`config.mk`:
```
export PLATFORM = sky130hd
export DESIGN_NAME = i2c_bus_monitor
export DESIGN_NICKNAME = d
export VERILOG_FILES = /design/src/rtl/i2c_mon_pkg.sv /design/src/rtl/i2c_sample_strobe_gen.sv /design/src/rtl/i2c_bus_monitor.sv
export SDC_FILE = /design/constraint.sdc
export NUM_CORES = 1
export LEC_CHECK = 0
export BUFFER_PORTS_ARGS = -buffer_cell sky130_fd_sc_hd__buf_2
export CAP_MARGIN = 20
export CORE_AREA = 5 5 80 82
export CTS_BUF_LIST = sky130_fd_sc_hd__clkbuf_2
export CTS_CLUSTER_SIZE = 30
export DETAILED_ROUTE_END_ITERATION = 12
export DIE_AREA = 0 0 85 87
export GPL_ROUTABILITY_DRIVEN = 0
export PLACE_DENSITY = 0.71
export RECOVER_POWER = 25
export SYNTH_ARGS = -nofsm -noshare
export SYNTH_HDL_FRONTEND = slang
export SYNTH_HIERARCHICAL = 1
export SYNTH_SLANG_ARGS = --single-unit
```
`constraint.sdc`:
```
create_clock -name clk -period 2.7 [get_ports clk]
set_input_delay 0.135 -clock clk [delete_from_list [all_inputs] [get_ports clk]]
set_output_delay 0.135 -clock clk [all_outputs]
set_load 0.1 [all_outputs]
```
`src/rtl/i2c_mon_pkg.sv`:
```
// Shared types and constants for the I2C bus monitor: FSM state encoding and
// bit-counter geometry used by the top and the testbench.
package i2c_mon_pkg;

  localparam int unsigned BIT_CNT_W   = 4;
  localparam int unsigned ACK_BIT_IDX = 8;

  typedef logic [BIT_CNT_W-1:0] bit_cnt_t;

  typedef enum logic [1:0] {
    ST_IDLE = 2'd0,
    ST_BUSY = 2'd1,
    ST_BUF  = 2'd2
  } mon_state_e;

endpackage

```
`src/rtl/i2c_sample_strobe_gen.sv`:
```
// Prescaler that produces the single-cycle sample strobe for the SCL/SDA
// edge-detector flops; period is cfg_sample_div + 1 clk cycles.
module i2c_sample_strobe_gen #(
  parameter int PRESCALE_W = 16
) (
  input  logic                  clk,
  input  logic                  resetn,
  input  logic                  cfg_en,
  input  logic [PRESCALE_W-1:0] cfg_sample_div,
  output logic                  edge_flop_en
);

  logic [PRESCALE_W-1:0] cnt_q, cnt_d;
  logic                  strobe_q, strobe_d;

  always_comb begin
    // NOTE: every _d gets a default before any branch so no path leaves it
    // unassigned; a missing default here would infer a latch.
    cnt_d    = cnt_q + PRESCALE_W'(1);
    strobe_d = 1'b0;
    if (!cfg_en) begin
      cnt_d = '0;
    end else if (cnt_q >= cfg_sample_div) begin
      // >= rather than == so a divisor lowered below the count fires at once.
      cnt_d    = '0;
      strobe_d = 1'b1;
    end
  end

  // NOTE: state is updated with non-blocking assignments so every flop samples
  // pre-edge values regardless of statement order.
  always_ff @(posedge clk or negedge resetn) begin
    if (!resetn) begin
      cnt_q    <= '0;
      strobe_q <= 1'b0;
    end else begin
      cnt_q    <= cnt_d;
      strobe_q <= strobe_d;
    end
  end

  assign edge_flop_en = strobe_q;

endmodule

```
`src/rtl/i2c_bus_monitor.sv`:
```
// I2C bus-state monitor: decodes START/repeated START/STOP from edge pulses,
// tracks busy/free with a post-STOP hold-off, counts bits, captures ACK and
// flags arbitration loss. All outputs are registered.
module i2c_bus_monitor
  import i2c_mon_pkg::*;
#(
  parameter int PRESCALE_W = 16,
  parameter int BUF_W      = 8
) (
  input  logic                  clk,
  input  logic                  resetn,
  input  logic                  cfg_en,
  input  logic [PRESCALE_W-1:0] cfg_sample_div,
  input  logic [BUF_W-1:0]      cfg_buf_ticks,
  input  logic                  scl_in,
  input  logic                  sda_in,
  input  logic                  scl_rise,
  input  logic                  scl_fall,
  input  logic                  sda_rise,
  input  logic                  sda_fall,
  input  logic                  mst_active,
  input  logic                  mst_sda_oe,
  input  logic                  arb_clr,
  output logic                  edge_flop_en,
  output logic                  start_det,
  output logic                  rstart_det,
  output logic                  stop_det,
  output logic                  bus_busy,
  output logic [BIT_CNT_W-1:0]  bit_cnt,
  output logic                  byte_done,
  output logic                  ack_bit,
  output logic                  arb_lost,
  output logic                  arb_lost_flag
);

  logic strobe;

  i2c_sample_strobe_gen #(
    .PRESCALE_W (PRESCALE_W)
  ) u_strobe_gen (
    .clk            (clk),
    .resetn         (resetn),
    .cfg_en         (cfg_en),
    .cfg_sample_div (cfg_sample_div),
    .edge_flop_en   (strobe)
  );

  assign edge_flop_en = strobe;

  // An SDA edge coincident with any SCL edge is a data change, not a condition.
  logic scl_edge, start_c, stop_c, arb_c;
  assign scl_edge = scl_rise | scl_fall;
  assign start_c  = sda_fall & scl_in & ~scl_edge;
  assign stop_c   = sda_rise & scl_in & ~scl_edge;
  assign arb_c    = scl_rise & mst_active & ~mst_sda_oe & ~sda_in;

  mon_state_e       state_q, state_d;
  logic [BUF_W-1:0] buf_cnt_q, buf_cnt_d;
  logic [BUF_W-1:0] buf_cnt_inc;
  bit_cnt_t         bit_cnt_q, bit_cnt_d;
  logic             ack_bit_q, ack_bit_d;
  logic             start_det_q, start_det_d;
  logic             rstart_det_q, rstart_det_d;
  logic             stop_det_q, stop_det_d;
  logic             byte_done_q, byte_done_d;
  logic             arb_lost_q, arb_lost_d;
  logic             arb_flag_q, arb_flag_d;
  logic             bus_busy_q, bus_busy_d;

  assign buf_cnt_inc = buf_cnt_q + BUF_W'(1);

  always_comb begin
    state_d      = state_q;
    buf_cnt_d    = buf_cnt_q;
    bit_cnt_d    = bit_cnt_q;
    ack_bit_d    = ack_bit_q;
    start_det_d  = 1'b0;
    rstart_det_d = 1'b0;
    stop_det_d   = 1'b0;
    byte_done_d  = 1'b0;
    arb_lost_d   = 1'b0;

    case (state_q)
      ST_IDLE: begin
        if (start_c) begin
          state_d     = ST_BUSY;
          start_det_d = 1'b1;
          bit_cnt_d   = '0;
        end else if (stop_c) begin
          stop_det_d = 1'b1;
        end
      end

      ST_BUSY: begin
        if (start_c) begin
          rstart_det_d = 1'b1;
          bit_cnt_d    = '0;
        end else if (stop_c) begin
          state_d    = ST_BUF;
          stop_det_d = 1'b1;
          buf_cnt_d  = '0;
          bit_cnt_d  = '0;
        end else if (scl_rise) begin
          if (bit_cnt_q == bit_cnt_t'(ACK_BIT_IDX)) begin
            bit_cnt_d   = '0;
            byte_done_d = 1'b1;
            ack_bit_d   = sda_in;
          end else begin
            bit_cnt_d = bit_cnt_q + bit_cnt_t'(1);
          end
          arb_lost_d = arb_c;
        end
      end

      ST_BUF: begin
        if (start_c) begin
          state_d     = ST_BUSY;
          start_det_d = 1'b1;
          bit_cnt_d   = '0;
        end else if (stop_c) begin
          // A further STOP restarts the hold-off from scratch.
          stop_det_d = 1'b1;
          buf_cnt_d  = '0;
        end else if (cfg_buf_ticks == '0) begin
          state_d   = ST_IDLE;
          buf_cnt_d = '0;
        end else if (strobe) begin
          if (buf_cnt_inc >= cfg_buf_ticks) begin
            state_d   = ST_IDLE;
            buf_cnt_d = '0;
          end else begin
            buf_cnt_d = buf_cnt_inc;
          end
        end
      end

      default: state_d = ST_IDLE;
    endcase

    if (!cfg_en) begin
      state_d      = ST_IDLE;
      buf_cnt_d    = '0;
      bit_cnt_d    = '0;
      ack_bit_d    = 1'b0;
      start_det_d  = 1'b0;
      rstart_det_d = 1'b0;
      stop_det_d   = 1'b0;
      byte_done_d  = 1'b0;
      arb_lost_d   = 1'b0;
    end

    // Sticky flag survives cfg_en=0; a new loss wins over a coincident clear.
    arb_flag_d = arb_lost_d | (arb_flag_q & ~arb_clr);
    bus_busy_d = (state_d != ST_IDLE);
  end

  always_ff @(posedge clk or negedge resetn) begin
    if (!resetn) begin
      state_q      <= ST_IDLE;
      buf_cnt_q    <= '0;
      bit_cnt_q    <= '0;
      ack_bit_q    <= 1'b0;
      start_det_q  <= 1'b0;
      rstart_det_q <= 1'b0;
      stop_det_q   <= 1'b0;
      byte_done_q  <= 1'b0;
      arb_lost_q   <= 1'b0;
      arb_flag_q   <= 1'b0;
      bus_busy_q   <= 1'b0;
    end else begin
      state_q      <= state_d;
      buf_cnt_q    <= buf_cnt_d;
      bit_cnt_q    <= bit_cnt_d;
      ack_bit_q    <= ack_bit_d;
      start_det_q  <= start_det_d;
      rstart_det_q <= rstart_det_d;
      stop_det_q   <= stop_det_d;
      byte_done_q  <= byte_done_d;
      arb_lost_q   <= arb_lost_d;
      arb_flag_q   <= arb_flag_d;
      bus_busy_q   <= bus_busy_d;
    end
  end

  assign start_det     = start_det_q;
  assign rstart_det    = rstart_det_q;
  assign stop_det      = stop_det_q;
  assign bus_busy      = bus_busy_q;
  assign bit_cnt       = bit_cnt_q;
  assign byte_done     = byte_done_q;
  assign ack_bit       = ack_bit_q;
  assign arb_lost      = arb_lost_q;
  assign arb_lost_flag = arb_flag_q;

endmodule

```
==> flow_summary_export.csv <==
group,metric,value,unit
logic_synthesis,syn_nets,348,
setup_path,worstSetupStartpoint,"buf_cnt_q[0]",
floorplanning,ios,49,
logic_synthesis,yosysWarnings,6,
logic_synthesis,synth_seq_cells,39,
outcome,violations,"max-capacitance violations, max-slew violations",
hold_path,worstHoldStart,"scl_fall",
detailed_routing,drc,0,
logic_synthesis,ys_types,58,
logic_synthesis,synth-edff-count,0,
global_route,grtUsageMet3,0.0331,
finish,area_growth,17.6,%
detailed_routing,dr.pass1.iters,4,
finish,multiInputGateArea,1630,µm²
setup_path,r2r_slack,0.12,ns
setup_path,required,3.03,ns
timing,hold-worst-slack,0.0855,ns
finish,antennaDiodeCount,0,
timing,maxSlewViolCount,40,
floorplanning,start_util,0.479,
setup_path,cp-endpoint,"buf_cnt_q[3]",
clocking,cts_buffer_depth,2,
global_route,grt_first_pass_wirelength,9670,µm
detailed_routing,antenna_left,0,
detailed_routing,wl_per_cell,13.7,µm
global_route,grt_max_degree,40,
detailed_routing,drt-initial-drc-count,94,
floorplanning,die_y,87,µm
global_route,grt_usage,0.160,
timing,hold_violations,0,
setup_path,endpoint_kind,"register",
logic_synthesis,synthCells,284,
setup_path,cp-start-kind,"register",
logic_synthesis,async_reset_ff_frac,1.00,
detailed_routing,via_per_inst,5.39,
clocking,clk_latency,0.39,ns
setup_path,worst-setup-path-type,"register to register",
detailed_routing,wirelength,5730,µm
finish,seq_area,978,µm²
logic_synthesis,syn_area,2720,µm²
finish,fillers,520,
setup_path,cp_slowest_cell,"dfrtp_2",
clocking,cts_tree,"built",
clocking,numClockSinks,39,
logic_synthesis,yosysMostFrequentCell,"dfrtp_1",
floorplanning,die_area,7400,µm²
global_route,grtUsageMet2,0.283,
global_route,grt.overflow.total,0,
power,power.density,310,nW/µm²
timing,tightest_slew,2.03,ns
logic_synthesis,syn_avg_cell_area,9.56,µm²
logic_synthesis,yosysSeqAreaShare,0.359,
setup_path,reg2reg_to,"buf_cnt_q[3]",
setup_path,cpPeakStageDelay,0.49,ns
finish,layout-drive-gt1-share,0.262,
outcome,status,"finished, violations left",
clocking,cts_max_level,2,
logic_synthesis,synth_flop_cell,"dfrtp_1",
flow_run,cap_violations,1,
detailed_routing,dr_total_vias,2257,
logic_synthesis,yosys-top-cells-area,"dfrtp_1 (36%), ha_1 (13%), xor2_1 (4.8%)",
global_route,grt_pass1_vias,2186,
timing,finalSetupTns,0,ns
floorplanning,fp.coreArea,5680,µm²
setup_path,cp_common_cell,"and3_4",
floorplanning,num_rows,28,
placement,port_buffers,48,
finish,fin_nets,408,
setup_path,regToRegStartpoint,"buf_cnt_q[0]",
setup_path,arrival,2.91,ns
setup_path,critPathMaxFanout,6,
logic_synthesis,yosysTopAreaCell,"dfrtp_1",
setup_path,worst-r2r-cell-count,11,
placement,hpwl,4320,µm
power,ir_drop,155,µV
clocking,clk_transition_reported_paths,0.19,ns
timing,relSlewSlack,-0.353,
timing,period_minus_slack,2.58,ns
timing,skew,0.0165,ns
clocking,cts_buffers,5,
global_route,antenna_found_initial,0,
timing,setup_viol,0,
clocking,cts_root_buf,"clkbuf_2",
setup_path,crit_chain,"buf_6 > and3_4 > and3_4 > xor2_1 > ha_1 > a211oi_2 > nor2_2 > nor4_4 > buf_4 > nand3_1 > a31oi_1",
global_route,busiest_layer,"met2",
logic_synthesis,synth_common_cells,"dfrtp_1 (39), inv_1 (33), nor2_1 (29), ha_1 (28), nand3_1 (17)",
power,leakagePower,1.63,nW
timing,rsz0062_at_grt,"true",
hold_path,hp-class,"primary input to register",
floorplanning,die_x,85,µm
timing,period_share,0.957,
logic_synthesis,synth_top_area_frac,0.359,
global_route,use_met1,0.195,
timing,max_freq,0.387,GHz
layout make-up:
class,instances,area share
repair buffers,59,0.106
clock inverters,2,0.00274
flip-flops and latches,39,0.306
inverters,33,0.0388
multi-input cells,206,0.509
clock buffers,5,0.00783
well taps,75,0.0294
flip-flops by register name, summed over array words and instances (netlist names), 2 cells and up:
name and flops:
state_q 2, bit_cnt 4, buf_cnt_q 8, u_strobe_gen/cnt_q 16
repair_timing:
| item | CTS | global route |
|---|---|---|
| resized for setup | 0 | 18 |
| setup buffers | 0 | 4 |
| setup endpoints to repair | 0 | 8 |
| hold buffers | 5 | 0 |
| hold endpoints to repair | 42 | 0 |
routing by layer:
layer / vias up / part of all wire
met5: - / 0
met4: 0 / 0.013
met3: 6 / 0.045
met2: 49 / 0.50
met1: 1082 / 0.44
li1: 1120 / -
power breakdown:
group / total [mW] / internal (mW) / switching, mW / leakage, nW
registers: 0.599 / 0.590 / 0.00892 / 0.538
logic: 0.149 / 0.0649 / 0.0836 / 1.07
clock network: 0.242 / 0.0548 / 0.187 / 0.0262
total: 0.990 / 0.710 / 0.280 / 1.63
critical path: cells and delay by family, from the launching register on:
kind | cells | cell delay (ns)
adder cells (fa/ha/maj) | 1 | 0.33
AO/OA/AOI/OAI | 2 | 0.38
AND/OR/NAND/NOR | 5 | 0.83
XOR/XNOR | 1 | 0.15
flip-flops | 1 | 0.49
buffers and inverters | 2 | 0.33
cells in the final DEF, fill, tap and decap left out, drive strengths merged, types with 12 or more instances in the layout:
cell type,netlist,routed
buf,5,52
dfrtp,39,39
inv,33,33
nor2,31,31
ha,28,28
nand3,17,17
nand2,15,15
xor2,15,15
o21ai,12,12
logic make-up (layout without fill, tap and decap cells):
kind of cell | count (synthesis) | in the layout | synth area share
fa+ha+maj | 28 | 28 | 0.129
flops | 39 | 39 | 0.359
mux | 1 | 1 | 0.00553
simple gates | 104 | 104 | 0.216
buf+inv | 39 | 99 | 0.0631
compound gates | 53 | 53 | 0.162
xor+xnor | 20 | 20 | 0.0645
stage by stage:
| stage | std cells | power (mW) | setup WS [ns] | util | area, µm² |
|---|---|---|---|---|---|
| floorplan | 284 | 0.696 | 0.300 | - | 2720 |
| global placement | 402 | 0.748 | 0.213 | 0.530 | 3010 |
| detailed placement | 402 | 0.754 | 0.0918 | 0.530 | 3010 |
| CTS | 414 | 1.00 | 0.0636 | 0.545 | 3090 |
| global route | 419 | 1.05 | 0.00375 | 0.563 | 3200 |
| finish | 419 | 0.990 | 0.116 | 0.563 | 3200 |
worst min-delay path by stage:
stage,to,slack (ns),cells after the start
after floorplan,ack_bit,-0.16,0
after global placement,arb_lost_flag,0.29,1
after detailed placement,arb_lost_flag,0.30,1
after CTS,start_det,0.06,4
after global routing,rstart_det,0.08,4
final,start_det,0.09,4
Note: power is estimated with default switching activity, not from simulation.
